$ cat src/rtl/calc_pkg.sv
// Shared constants, FSM state type and small helpers for the calculator
// operand-entry / operation-sequencing controller.
package calc_pkg;

    localparam logic [3:0] OP_ADD  = 4'd0;
    localparam logic [3:0] OP_SUB  = 4'd1;
    localparam logic [3:0] OP_MUL  = 4'd2;
    localparam logic [3:0] OP_DIV  = 4'd3;
    localparam logic [3:0] OP_MOD  = 4'd4;
    localparam logic [3:0] OP_AND  = 4'd5;
    localparam logic [3:0] OP_OR   = 4'd6;
    localparam logic [3:0] OP_XOR  = 4'd7;
    localparam logic [3:0] OP_NAND = 4'd8;
    localparam logic [3:0] OP_NOR  = 4'd9;
    localparam logic [3:0] OP_XNOR = 4'd10;
    localparam logic [3:0] OP_CMP  = 4'd11;
    localparam logic [3:0] OP_SHL  = 4'd12;
    localparam logic [3:0] OP_SHR  = 4'd13;
    localparam logic [3:0] OP_ROL  = 4'd14;
    localparam logic [3:0] OP_CS   = 4'd15;

    // Codes matching this mask operate on the previous result (chained ops).
    localparam logic [3:0] OP_SHIFT_MASK = 4'b1100;

    localparam logic [1:0] SEL_A_LO = 2'b00;
    localparam logic [1:0] SEL_B    = 2'b01;
    localparam logic [1:0] SEL_A_HI = 2'b10;
    localparam logic [1:0] SEL_NONE = 2'b11;

    typedef enum logic [1:0] {
        IDLE  = 2'd0,
        ISSUE = 2'd1,
        WAIT  = 2'd2
    } state_e;

    function automatic int hist_idx_width(input int depth);
        return (depth <= 2) ? 1 : $clog2(depth);
    endfunction

    function automatic logic [3:0] nib_step(input logic [3:0] nib, input logic down);
        return down ? (nib - 4'd1) : (nib + 4'd1);
    endfunction

    function automatic logic is_shift_op(input logic [3:0] code);
        return (code & OP_SHIFT_MASK) == OP_SHIFT_MASK;
    endfunction

endpackage

$ cat src/rtl/calc_seq_ctrl_if.sv
// Start/done handshake between the sequencing controller and the
// arithmetic/logic datapath.
interface calc_seq_ctrl_if #(
    parameter int WIDTH = 32
);
    logic                 op_start;
    logic [3:0]           op_code;
    logic [2*WIDTH-1:0]   op_a;
    logic [WIDTH-1:0]     op_b;
    logic                 op_done;
    logic [2*WIDTH-1:0]   op_result;
    logic                 op_err;

    modport master (
        output op_start, op_code, op_a, op_b,
        input  op_done, op_result, op_err
    );

    modport slave (
        input  op_start, op_code, op_a, op_b,
        output op_done, op_result, op_err
    );
endinterface

$ cat src/rtl/btn_rise.sv
// Registers a vector of debounced button levels once and flags the
// cycle in which each bit first reads high.
module btn_rise #(
    parameter int W = 1
) (
    input  logic         clk,
    input  logic         rst_n,
    input  logic [W-1:0] lvl,
    output logic [W-1:0] rise
);

    logic [W-1:0] cur_r;
    logic [W-1:0] prev_r;

    // Level sample plus one cycle of history for edge detection
    always_ff @(posedge clk or negedge rst_n) begin
        if (!rst_n) begin
            cur_r  <= {W{1'b0}};
            prev_r <= {W{1'b0}};
        end else begin
            cur_r  <= lvl;
            prev_r <= cur_r;
        end
    end

    assign rise = cur_r & ~prev_r;

endmodule

$ cat src/rtl/calc_seq_ctrl.sv
// Operand editing, single-operation launch/timeout sequencing, result
// accumulator and history ring buffer for the board calculator.
module calc_seq_ctrl
    import calc_pkg::*;
#(
    parameter int WIDTH      = 32,
    parameter int HIST_DEPTH = 4,
    parameter int TIMEOUT    = 64
) (
    input  logic                                   clk,
    input  logic                                   rst_n,
    input  logic [WIDTH/4-1:0]                     digit_btn,
    input  logic                                   dec,
    input  logic [1:0]                             sel,
    input  logic [3:0]                             op,
    input  logic                                   exec_btn,
    input  logic                                   hist_btn,
    output logic [2*WIDTH-1:0]                     num_a,
    output logic [WIDTH-1:0]                       num_b,
    calc_seq_ctrl_if.master                        dp,
    output logic                                   busy,
    output logic [2*WIDTH-1:0]                     result,
    output logic                                   err,
    output logic [2*WIDTH-1:0]                     hist_out,
    output logic [hist_idx_width(HIST_DEPTH)-1:0]  hist_idx
);

    localparam int NIB   = WIDTH / 4;
    localparam int IDX_W = hist_idx_width(HIST_DEPTH);
    localparam int CNT_W = $clog2(TIMEOUT);
    localparam logic [CNT_W-1:0] CNT_LAST = CNT_W'(TIMEOUT - 1);

    logic [NIB-1:0]       digit_rise_s;
    logic                 exec_rise_s;
    logic                 hist_rise_s;

    logic [2*WIDTH-1:0]   num_a_r, num_a_nxt_s;
    logic [WIDTH-1:0]     num_b_r, num_b_nxt_s;

    state_e               state_r, state_nxt_s;
    logic                 launch_s, done_s, timeout_s;
    logic [CNT_W-1:0]     cnt_r;
    logic                 start_r, busy_r;
    logic [3:0]           code_r;
    logic [2*WIDTH-1:0]   opa_r;
    logic [WIDTH-1:0]     opb_r;
    logic [2*WIDTH-1:0]   result_r;
    logic                 err_r;

    logic [2*WIDTH-1:0]   hist_mem_r [HIST_DEPTH];
    logic [IDX_W-1:0]     wr_ptr_r, hist_idx_r, rd_ptr_s;

    btn_rise #(.W(NIB)) u_digit_rise (
        .clk   (clk),
        .rst_n (rst_n),
        .lvl   (digit_btn),
        .rise  (digit_rise_s)
    );

    btn_rise #(.W(1)) u_exec_rise (
        .clk   (clk),
        .rst_n (rst_n),
        .lvl   (exec_btn),
        .rise  (exec_rise_s)
    );

    btn_rise #(.W(1)) u_hist_rise (
        .clk   (clk),
        .rst_n (rst_n),
        .lvl   (hist_btn),
        .rise  (hist_rise_s)
    );

    // Per-nibble +/-1 edits; nibbles wrap independently, no carry
    always_comb begin
        num_a_nxt_s = num_a_r;
        num_b_nxt_s = num_b_r;
        for (int i = 0; i < NIB; i++) begin
            case (sel)
                SEL_A_LO: num_a_nxt_s[4*i +: 4] = digit_rise_s[i] ?
                              nib_step(num_a_r[4*i +: 4], dec) : num_a_r[4*i +: 4];
                SEL_A_HI: num_a_nxt_s[WIDTH+4*i +: 4] = digit_rise_s[i] ?
                              nib_step(num_a_r[WIDTH+4*i +: 4], dec) : num_a_r[WIDTH+4*i +: 4];
                SEL_B:    num_b_nxt_s[4*i +: 4] = digit_rise_s[i] ?
                              nib_step(num_b_r[4*i +: 4], dec) : num_b_r[4*i +: 4];
                default:  num_b_nxt_s[4*i +: 4] = num_b_r[4*i +: 4];
            endcase
        end
    end

    // Operand registers
    always_ff @(posedge clk or negedge rst_n) begin
        if (!rst_n) begin
            num_a_r <= {(2*WIDTH){1'b0}};
            num_b_r <= {WIDTH{1'b0}};
        end else begin
            num_a_r <= num_a_nxt_s;
            num_b_r <= num_b_nxt_s;
        end
    end

    // Sequencer next-state; done takes priority over an expiring timeout
    always_comb begin
        state_nxt_s = state_r;
        launch_s    = 1'b0;
        done_s      = 1'b0;
        timeout_s   = 1'b0;
        case (state_r)
            IDLE: begin
                if (exec_rise_s) begin
                    state_nxt_s = ISSUE;
                    launch_s    = 1'b1;
                end else begin
                    state_nxt_s = IDLE;
                end
            end
            ISSUE: state_nxt_s = WAIT;
            WAIT: begin
                if (dp.op_done) begin
                    state_nxt_s = IDLE;
                    done_s      = 1'b1;
                end else if (cnt_r == CNT_LAST) begin
                    state_nxt_s = IDLE;
                    timeout_s   = 1'b1;
                end else begin
                    state_nxt_s = WAIT;
                end
            end
            default: state_nxt_s = IDLE;
        endcase
    end

    // Sequencer state, wait counter, launch pulse and busy flag
    always_ff @(posedge clk or negedge rst_n) begin
        if (!rst_n) begin
            state_r <= IDLE;
            cnt_r   <= {CNT_W{1'b0}};
            start_r <= 1'b0;
            busy_r  <= 1'b0;
        end else begin
            state_r <= state_nxt_s;
            cnt_r   <= (state_r == WAIT) ? (cnt_r + CNT_W'(1'b1)) : {CNT_W{1'b0}};
            start_r <= launch_s;
            busy_r  <= (state_nxt_s != IDLE);
        end
    end

    // Launch snapshot, accumulator and error status
    always_ff @(posedge clk or negedge rst_n) begin
        if (!rst_n) begin
            code_r   <= 4'd0;
            opa_r    <= {(2*WIDTH){1'b0}};
            opb_r    <= {WIDTH{1'b0}};
            result_r <= {(2*WIDTH){1'b0}};
            err_r    <= 1'b0;
        end else if (launch_s) begin
            code_r <= op;
            opa_r  <= is_shift_op(op) ? result_r : num_a_r;
            opb_r  <= num_b_r;
            err_r  <= 1'b0;
        end else if (done_s) begin
            result_r <= dp.op_result;
            err_r    <= dp.op_err;
        end else if (timeout_s) begin
            err_r <= 1'b1;
        end
    end

    // History ring buffer; a push resets the view to the newest entry
    always_ff @(posedge clk or negedge rst_n) begin
        if (!rst_n) begin
            for (int i = 0; i < HIST_DEPTH; i++) begin
                hist_mem_r[i] <= {(2*WIDTH){1'b0}};
            end
            wr_ptr_r   <= {IDX_W{1'b0}};
            hist_idx_r <= {IDX_W{1'b0}};
        end else if (done_s) begin
            hist_mem_r[wr_ptr_r] <= dp.op_result;
            wr_ptr_r             <= wr_ptr_r + IDX_W'(1'b1);
            hist_idx_r           <= {IDX_W{1'b0}};
        end else if (hist_rise_s) begin
            hist_idx_r <= hist_idx_r + IDX_W'(1'b1);
        end
    end

    assign rd_ptr_s = wr_ptr_r - IDX_W'(1'b1) - hist_idx_r;

    assign num_a       = num_a_r;
    assign num_b       = num_b_r;
    assign dp.op_start = start_r;
    assign dp.op_code  = code_r;
    assign dp.op_a     = opa_r;
    assign dp.op_b     = opb_r;
    assign busy        = busy_r;
    assign result      = result_r;
    assign err         = err_r;
    assign hist_out    = hist_mem_r[rd_ptr_s];
    assign hist_idx    = hist_idx_r;

endmodule

$ cat src/flat_wrapper.sv
// flat-port wrapper written by rule: the top's interface ports become plain ports
module calc_seq_ctrl_flat import calc_pkg::*;
#(
    parameter int WIDTH      = 32,
    parameter int HIST_DEPTH = 4,
    parameter int TIMEOUT    = 64
)
  (clk, rst_n, digit_btn, dec, sel, op, exec_btn, hist_btn, num_a, num_b, busy, result, err, hist_out, hist_idx, dp_op_start, dp_op_code, dp_op_a, dp_op_b, dp_op_done, dp_op_result, dp_op_err);
  calc_seq_ctrl_if #(.WIDTH(WIDTH)) dp_i ();
  input  logic clk;
  input  logic rst_n;
  input  logic [WIDTH/4-1:0] digit_btn;
  input  logic dec;
  input  logic [1:0] sel;
  input  logic [3:0] op;
  input  logic exec_btn;
  input  logic hist_btn;
  output logic [2*WIDTH-1:0] num_a;
  output logic [WIDTH-1:0] num_b;
  output logic busy;
  output logic [2*WIDTH-1:0] result;
  output logic err;
  output logic [2*WIDTH-1:0] hist_out;
  output logic [hist_idx_width(HIST_DEPTH)-1:0] hist_idx;
  output wire logic [$bits(dp_i.op_start)-1:0] dp_op_start;
  output wire logic [$bits(dp_i.op_code)-1:0] dp_op_code;
  output wire logic [$bits(dp_i.op_a)-1:0] dp_op_a;
  output wire logic [$bits(dp_i.op_b)-1:0] dp_op_b;
  input wire logic [$bits(dp_i.op_done)-1:0] dp_op_done;
  input wire logic [$bits(dp_i.op_result)-1:0] dp_op_result;
  input wire logic [$bits(dp_i.op_err)-1:0] dp_op_err;
  assign dp_op_start = dp_i.op_start;
  assign dp_op_code = dp_i.op_code;
  assign dp_op_a = dp_i.op_a;
  assign dp_op_b = dp_i.op_b;
  assign dp_i.op_done = dp_op_done;
  assign dp_i.op_result = dp_op_result;
  assign dp_i.op_err = dp_op_err;
  calc_seq_ctrl #(.WIDTH(WIDTH), .HIST_DEPTH(HIST_DEPTH), .TIMEOUT(TIMEOUT)) u_core (.clk(clk), .rst_n(rst_n), .digit_btn(digit_btn), .dec(dec), .sel(sel), .op(op), .exec_btn(exec_btn), .hist_btn(hist_btn), .num_a(num_a), .num_b(num_b), .dp(dp_i), .busy(busy), .result(result), .err(err), .hist_out(hist_out), .hist_idx(hist_idx));
endmodule
$ cat config.mk
export PLATFORM = sky130hd
export DESIGN_NAME = calc_seq_ctrl_flat
export DESIGN_NICKNAME = d
export VERILOG_FILES = /design/src/rtl/calc_pkg.sv /design/src/rtl/calc_seq_ctrl_if.sv /design/src/rtl/btn_rise.sv /design/src/rtl/calc_seq_ctrl.sv /design/src/flat_wrapper.sv
export SDC_FILE = /design/constraint.sdc
export NUM_CORES = 1
export LEC_CHECK = 0
export CAP_MARGIN = 20
export CELL_PAD_IN_SITES_DETAIL_PLACEMENT = 0
export CELL_PAD_IN_SITES_GLOBAL_PLACEMENT = 2
export CORE_MARGIN = 2
export CORE_UTILIZATION = 40
export DETAILED_ROUTE_END_ITERATION = 12
export PLACE_DENSITY_LB_ADDON = 0.1
export RECOVER_POWER = 50
export SKIP_CTS_REPAIR_TIMING = 1
export SYNTH_ARGS = -nofsm -noshare
export SYNTH_HDL_FRONTEND = slang
export SYNTH_SLANG_ARGS = --single-unit
$ cat constraint.sdc
create_clock -name clk -period 4.6 [get_ports clk]
set_input_delay 1.15 -clock clk [delete_from_list [all_inputs] [get_ports clk]]
set_output_delay 1.15 -clock clk [all_outputs]
set_load 0.02 [all_outputs]
After elaboration in Yosys (flattened, before gate mapping)
Cells that the tools add are included.
W data, S select, Z words.

storage, ports and cells
  flip-flop bits (word level) = 551
  input port bits = 85

cells by class
  multiplexer cells = 48
  bitwise gates (word level) = 9
  $add $sub $neg = 53
  $lt $le $gt $ge = 3
  reductions and logical operators = 31
  eq/ne operators = 6

operators with widths
  operator               count
  $bwmux W256            1
  $mux W64               4
  $bmux W64 S2           1
  $demux W64 S2          1
  $add A4 B1 Y4 const B  24
  $mux W4                24
  $sub A4 B1 Y4 const B  24
  $reduce_and A2 Y1      25
  $mux W1                11
  $and A8 B8 Y8          1
  $mux W2                4
  $not A8 Y8             1
  $add A6 B1 Y6 const B  1
  $eq A2 B2 Y1 const B   3
  $eq A6 B6 Y1 const B   1
  $ge A3 B3 Y1 const B   2
  $mux W6                1
  $not A2 Y3             2
  $pmux W2 S3            1
  $add A2 B1 Y2 const B  2
  $eq A2 B1 Y1 const B   2
  $logic_not A2 Y1       2
  $reduce_bool A2 Y1     2
  $lt A3 B1 Y1 const B   1
  6 further kinds        9

Longest topological paths before layout
  word-level depth = 7
  mapped depth = 7
  gate-level depth less buffers = 5

Hierarchy
Synthesis repeated with hierarchy kept, for this count alone.

unflattened totals
  cell total of the unflattened synthesis = 1871
  area, all modules = 25570.8 um^2

by module, submodules not included
  module                              sequential area each (um^2)  instances  cells each  area an instance (um^2)
  calc_seq_ctrl                       13287.7                      1          1841        24932.7
  btn_rise at u_core.u_digit_rise     400.4                        1          24          510.5
  btn_rise at u_core.u_exec_rise ...  50.0                         2          3           63.8

Worst setup path before layout
No wires, ideal clock.

  path kind = reg2out
  start point = register u_core.hist_idx_r[0] (netlist: u_core.hist_idx[0])
  end point = output hist_out[10]
  arrival time = 1953 ps
  path buffers = 2
  required time = 3450 ps
  stages on the path, launching flop included = 6
  slack = 1497 ps
  cells stage by stage = dfrtp_1 > inv_1 > ha_1 > clkbuf_2 > buf_2 > mux4_2

between the ends
  word-level cells in the longest chain between the ends = 5

ends and longest elaborated chain
  what                                         RTL line              RTL
  from (decl)                                  calc_seq_ctrl.sv:51   logic [IDX_W-1:0] wr_ptr_r, hist_idx_r, rd_ptr_s;
  from (signal assigned)                       calc_seq_ctrl.sv:176  hist_idx_r <= {IDX_W{1'b0}};
  from (signal assigned)                       calc_seq_ctrl.sv:180  hist_idx_r <= {IDX_W{1'b0}};
  from (signal assigned)                       calc_seq_ctrl.sv:182  hist_idx_r <= hist_idx_r + IDX_W'(1'b1);
  $sub A2 B2 Y2                                calc_seq_ctrl.sv:186  assign rd_ptr_s = wr_ptr_r - IDX_W'(1'b1) - hist_idx_r;
  $not A2 Y3 (implied by the code)             calc_seq_ctrl.sv:197  assign hist_out = hist_mem_r[rd_ptr_s];
  $bmux W64 S2                                 calc_seq_ctrl.sv:197
  $mux W64 (implied by the code) (2 in a row)  calc_seq_ctrl.sv:197
  to (decl)                                    flat_wrapper.sv:23    output logic [2*WIDTH-1:0] hist_out;

No other way between the ends. The select of a mux whose other input is x is not followed.

Final worst setup path
  start point = register u_core.hist_idx_r[0] (netlist: u_core.hist_idx[0])
  end point = output hist_out[45]

Same word-level chain as after synthesis.

==> flow_summary_export.csv <==
group,metric,value,unit
clock_tree,cts_root_buf,"clkbuf_16",
pwr,peakVddDrop,0.7943,mV
cells_and_area,final_nets,2478,
floorplan,die_h,258.9,µm
pwr,fin_total_pwr,27.59,mW
grt,grt_usage,0.2134,
floorplan,rows,93,
sta,hold_violations,0,
yosys,synth_top_area_frac,0.5304,
sta,drv_slew,312,
job,drv_cap,8,
clock_tree,clkTransAtPathRegs,60,ps
floorplan,core,64350,µm²
yosys,ys_ff_latch,551,
critical_path,critPathCaptureType,"output pin",
grt,grt_pass1_wl,110000,µm
route,routed_via_density,4.977,
yosys,synth_cell_types,48,
clock_tree,clock_sinks,551,
critical_path,cp_data_required_time,3450,ps
worst_hold_path,worstHoldPathCells,0,
route,wl_per_cell,21.93,µm
critical_path,path_class,"reg2out",
route,drc,0,
critical_path,r2r_cells,3,
clock_tree,cts_tree,"built",
sta,setup_tns,0,ps
route,vias,16030,
critical_path,crit_path_max_fanout,34,
grt,antenna_found_initial,8,
pwr,p_clk_frac,0.172,
sta,setup_viol,0,
sta,grt_setup_unrepaired,"no",
sta,timing.final.crit_share,0.9427,
clock_tree,cts_buffer_depth,3,
grt,overflow,0,
clock_tree,h-tree-depth,2,
route,drt_iter0_drc,713,
yosys,ys_seq_area_frac,0.5304,
route,ant_nets,0,
sta,fin_crit,4336,ps
route,drt_first_pass_iters,4,
clock_tree,clkLatencyLatePin,610,ps
pwr,internal_power,17.25,mW
pwr,switching_power,10.34,mW
yosys,syn_inst,1928,
yosys,syn_area,25990,µm²
run_status,outcome,"finished, violations left",
grt,grt_max_degree,93,
sta,tightest_slew,2796,ps
cells_and_area,synthToLayoutAreaGrowth,24.78,%
grt,grt_pass1_vias,17300,
floorplan,initial_utilization,0.4040,
run_status,violations,"max-capacitance violations, max-slew violations",
pwr,sw_frac_of_total,0.3749,
placed_design,portBuffers,413,
worst_hold_path,hold_path.class,"reg2reg",
sta,fmax,230.6,MHz
floorplan,io_pins,414,
floorplan,die_width,258.9,µm
clock_tree,cts_buffers,60,
pwr,leakagePower,15.59,nW
critical_path,cp-start-kind,"flop",
placed_design,post-dp-hpwl,47650,µm
route,wl,70650,µm
pwr,power_density,850.5,nW/µm²
critical_path,crit_arrival,3190,ps
sta,relSlewSlack,-0.8664,
yosys,yosys_warnings,0,
placed_design,gp_congestion,0.7651,
yosys,synthTopCellsByArea,"dfrtp_1 53%, mux2_4 14%, nand2_1 5.6%",
floorplan,die_area,67040,µm²
pwr,p_seq_frac,0.319,
sta,clock_skew,13.07,ps
pwr,combinationalPowerShare,0.508,
yosys,avgSynthCellArea,13.48,µm²
yosys,yosys.area.top_type,"dfrtp_1",
cells_and_area,drive_above_1_share,0.1972,
yosys,synth_nets,2091,
## area by class of cell
class                   instances  area [µm²]
repair buffers                433        4323
clock inverters                13       92.59
fillers                      5595       31910
flip-flops and latches        551       13790
well taps                     855        1070
clock buffers                  97        1842
multi-input cells            1214       11110
inverters                      55       206.4
diodes                          3       7.507
## critical path: stages, from the launching register on
cell and delay (ps):
dfrtp_1 410, inv_1 110, ha_4 140, xor2_1 350
xnor2_4 170, buf_6 350, mux4_2 360, clkdlybuf4s50_1 600
## placed cells by master, fill, tap and decap left out, types with 11 or more instances in the layout
master           synthesis  final
a21o_1                  14     14
a21oi_1                 39     39
clkbuf_1                31     23
clkbuf_16                0     61
clkbuf_8                 1     18
clkdlybuf4s50_1          0    398
clkinv_2                 0     11
dfrtp_1                551    551
dlygate4sd3_1            0     11
fa_1                    24     24
ha_1                    54     53
inv_1                   54     55
mux2_2                  30     30
mux2_4                 240    240
mux2i_1                 78     78
mux4_2                  64     64
nand2_1                385    384
nand3_1                 12     12
nor2_1                  31     31
o21ai_0                 53     88
o21ai_1                 50     15
xnor2_1                 41     41
xor2_1                  38     38
## power by group through the flow
| stage | logic (mW) | clock network, mW | registers [mW] |
|---|---|---|---|
| 3_3_place_gp | 14.0 | 0 | 8.85 |
| 5_1_grt | 15.0 | 5.10 | 9.11 |
| 4_1_cts | 14.2 | 4.90 | 8.83 |
| 2_1_floorplan | 7.34 | 0 | 9.58 |
| 3_5_place_dp | 14.2 | 0 | 8.86 |
| 6_report | 14.0 | 4.75 | 8.81 |
## metrics by stage
| stage | std cells | worst slack [ps] | utilization | hold slack (ps) | cell area (µm²) |
|---|---|---|---|---|---|
| after floorplan | 1928 | 1497 | - | 346.5 | 25990 |
| after global placement | 3107 | 814.2 | 0.4761 | 356.7 | 30640 |
| after detailed placement | 3107 | 772.0 | 0.4761 | 361.5 | 30640 |
| after CTS | 3217 | 102.7 | 0.5062 | 375.1 | 32570 |
| after global routing | 3219 | 124.3 | 0.5040 | 379.6 | 32430 |
| final | 3221 | 263.6 | 0.5041 | 369.9 | 32440 |
## sequential cells by signal (all words and copies together), names as in the netlist, 6 cells and up
| signal | cells |
|---|---|
| u_core.cnt_r | 6 |
| u_core.dp.op_b | 32 |
| u_core.num_a | 64 |
| u_core.hist_mem_r | 256 |
| u_core.num_b | 32 |
| u_core.dp.op_a | 64 |
| u_core.result | 64 |
| u_core.u_digit_rise.cur_r | 8 |
| u_core.u_digit_rise.prev_r | 8 |
## metal layers
layer  part of all wire  wire [µm]  vias up  global-route usage
met3              0.069       4869      111             0.05966
li1                   -          -     7377                   -
met5            0.00018         13        -                   0
met4              0.027       1901        2             0.05877
met1               0.43      30690     8197              0.2871
met2               0.47      33170      345              0.3389
## cell families after synthesis
group           share of synthesized area
compound gates                    0.03918
flops                              0.5304
simple gates                      0.08101
buf+inv                           0.04014
xor+xnor                          0.02768
fa+ha+maj                         0.04447
mux                                0.2371
## cell usage after synthesis (all sizes together)
cell type and count:
dfrtp 551, nand2 391, mux2 270, o21ai 103, mux2i 78, buf 72, mux4 64, ha 54
inv 54, xnor2 42, a21oi 39, xor2 38, clkbuf 36, nor2 31, fa 24, a21o 14
nand3 12, a211oi 10, a31o 10, and4bb 8, nand4bb 7, nor4b 5, or4b 4, and2 2
a31oi 1, and2b 1, and3 1, clkinv 1, nor2b 1, nor4bb 1, o211ai 1, o221a 1
or3 1
## path summary, 6_finish.rpt
kind | from | endpoint | slack [ps]
hold / removal | u_core.u_hist_rise.cur_r | u_core.u_hist_rise.prev_r | 370
setup reg to reg | u_core.u_exec_rise.cur_r | u_core.dp.op_a[16] | 940
max in group asynchronous | rst_n | u_core.hist_mem_r[200] | 1010
setup / recovery | u_core.hist_idx[0] | hist_out[45] | 260
min in group asynchronous | rst_n | u_core.hist_mem_r[228] | 1250
hold reg to reg | u_core.u_hist_rise.cur_r | u_core.u_hist_rise.prev_r | 370
Note: power is estimated with default switching activity, not from simulation.
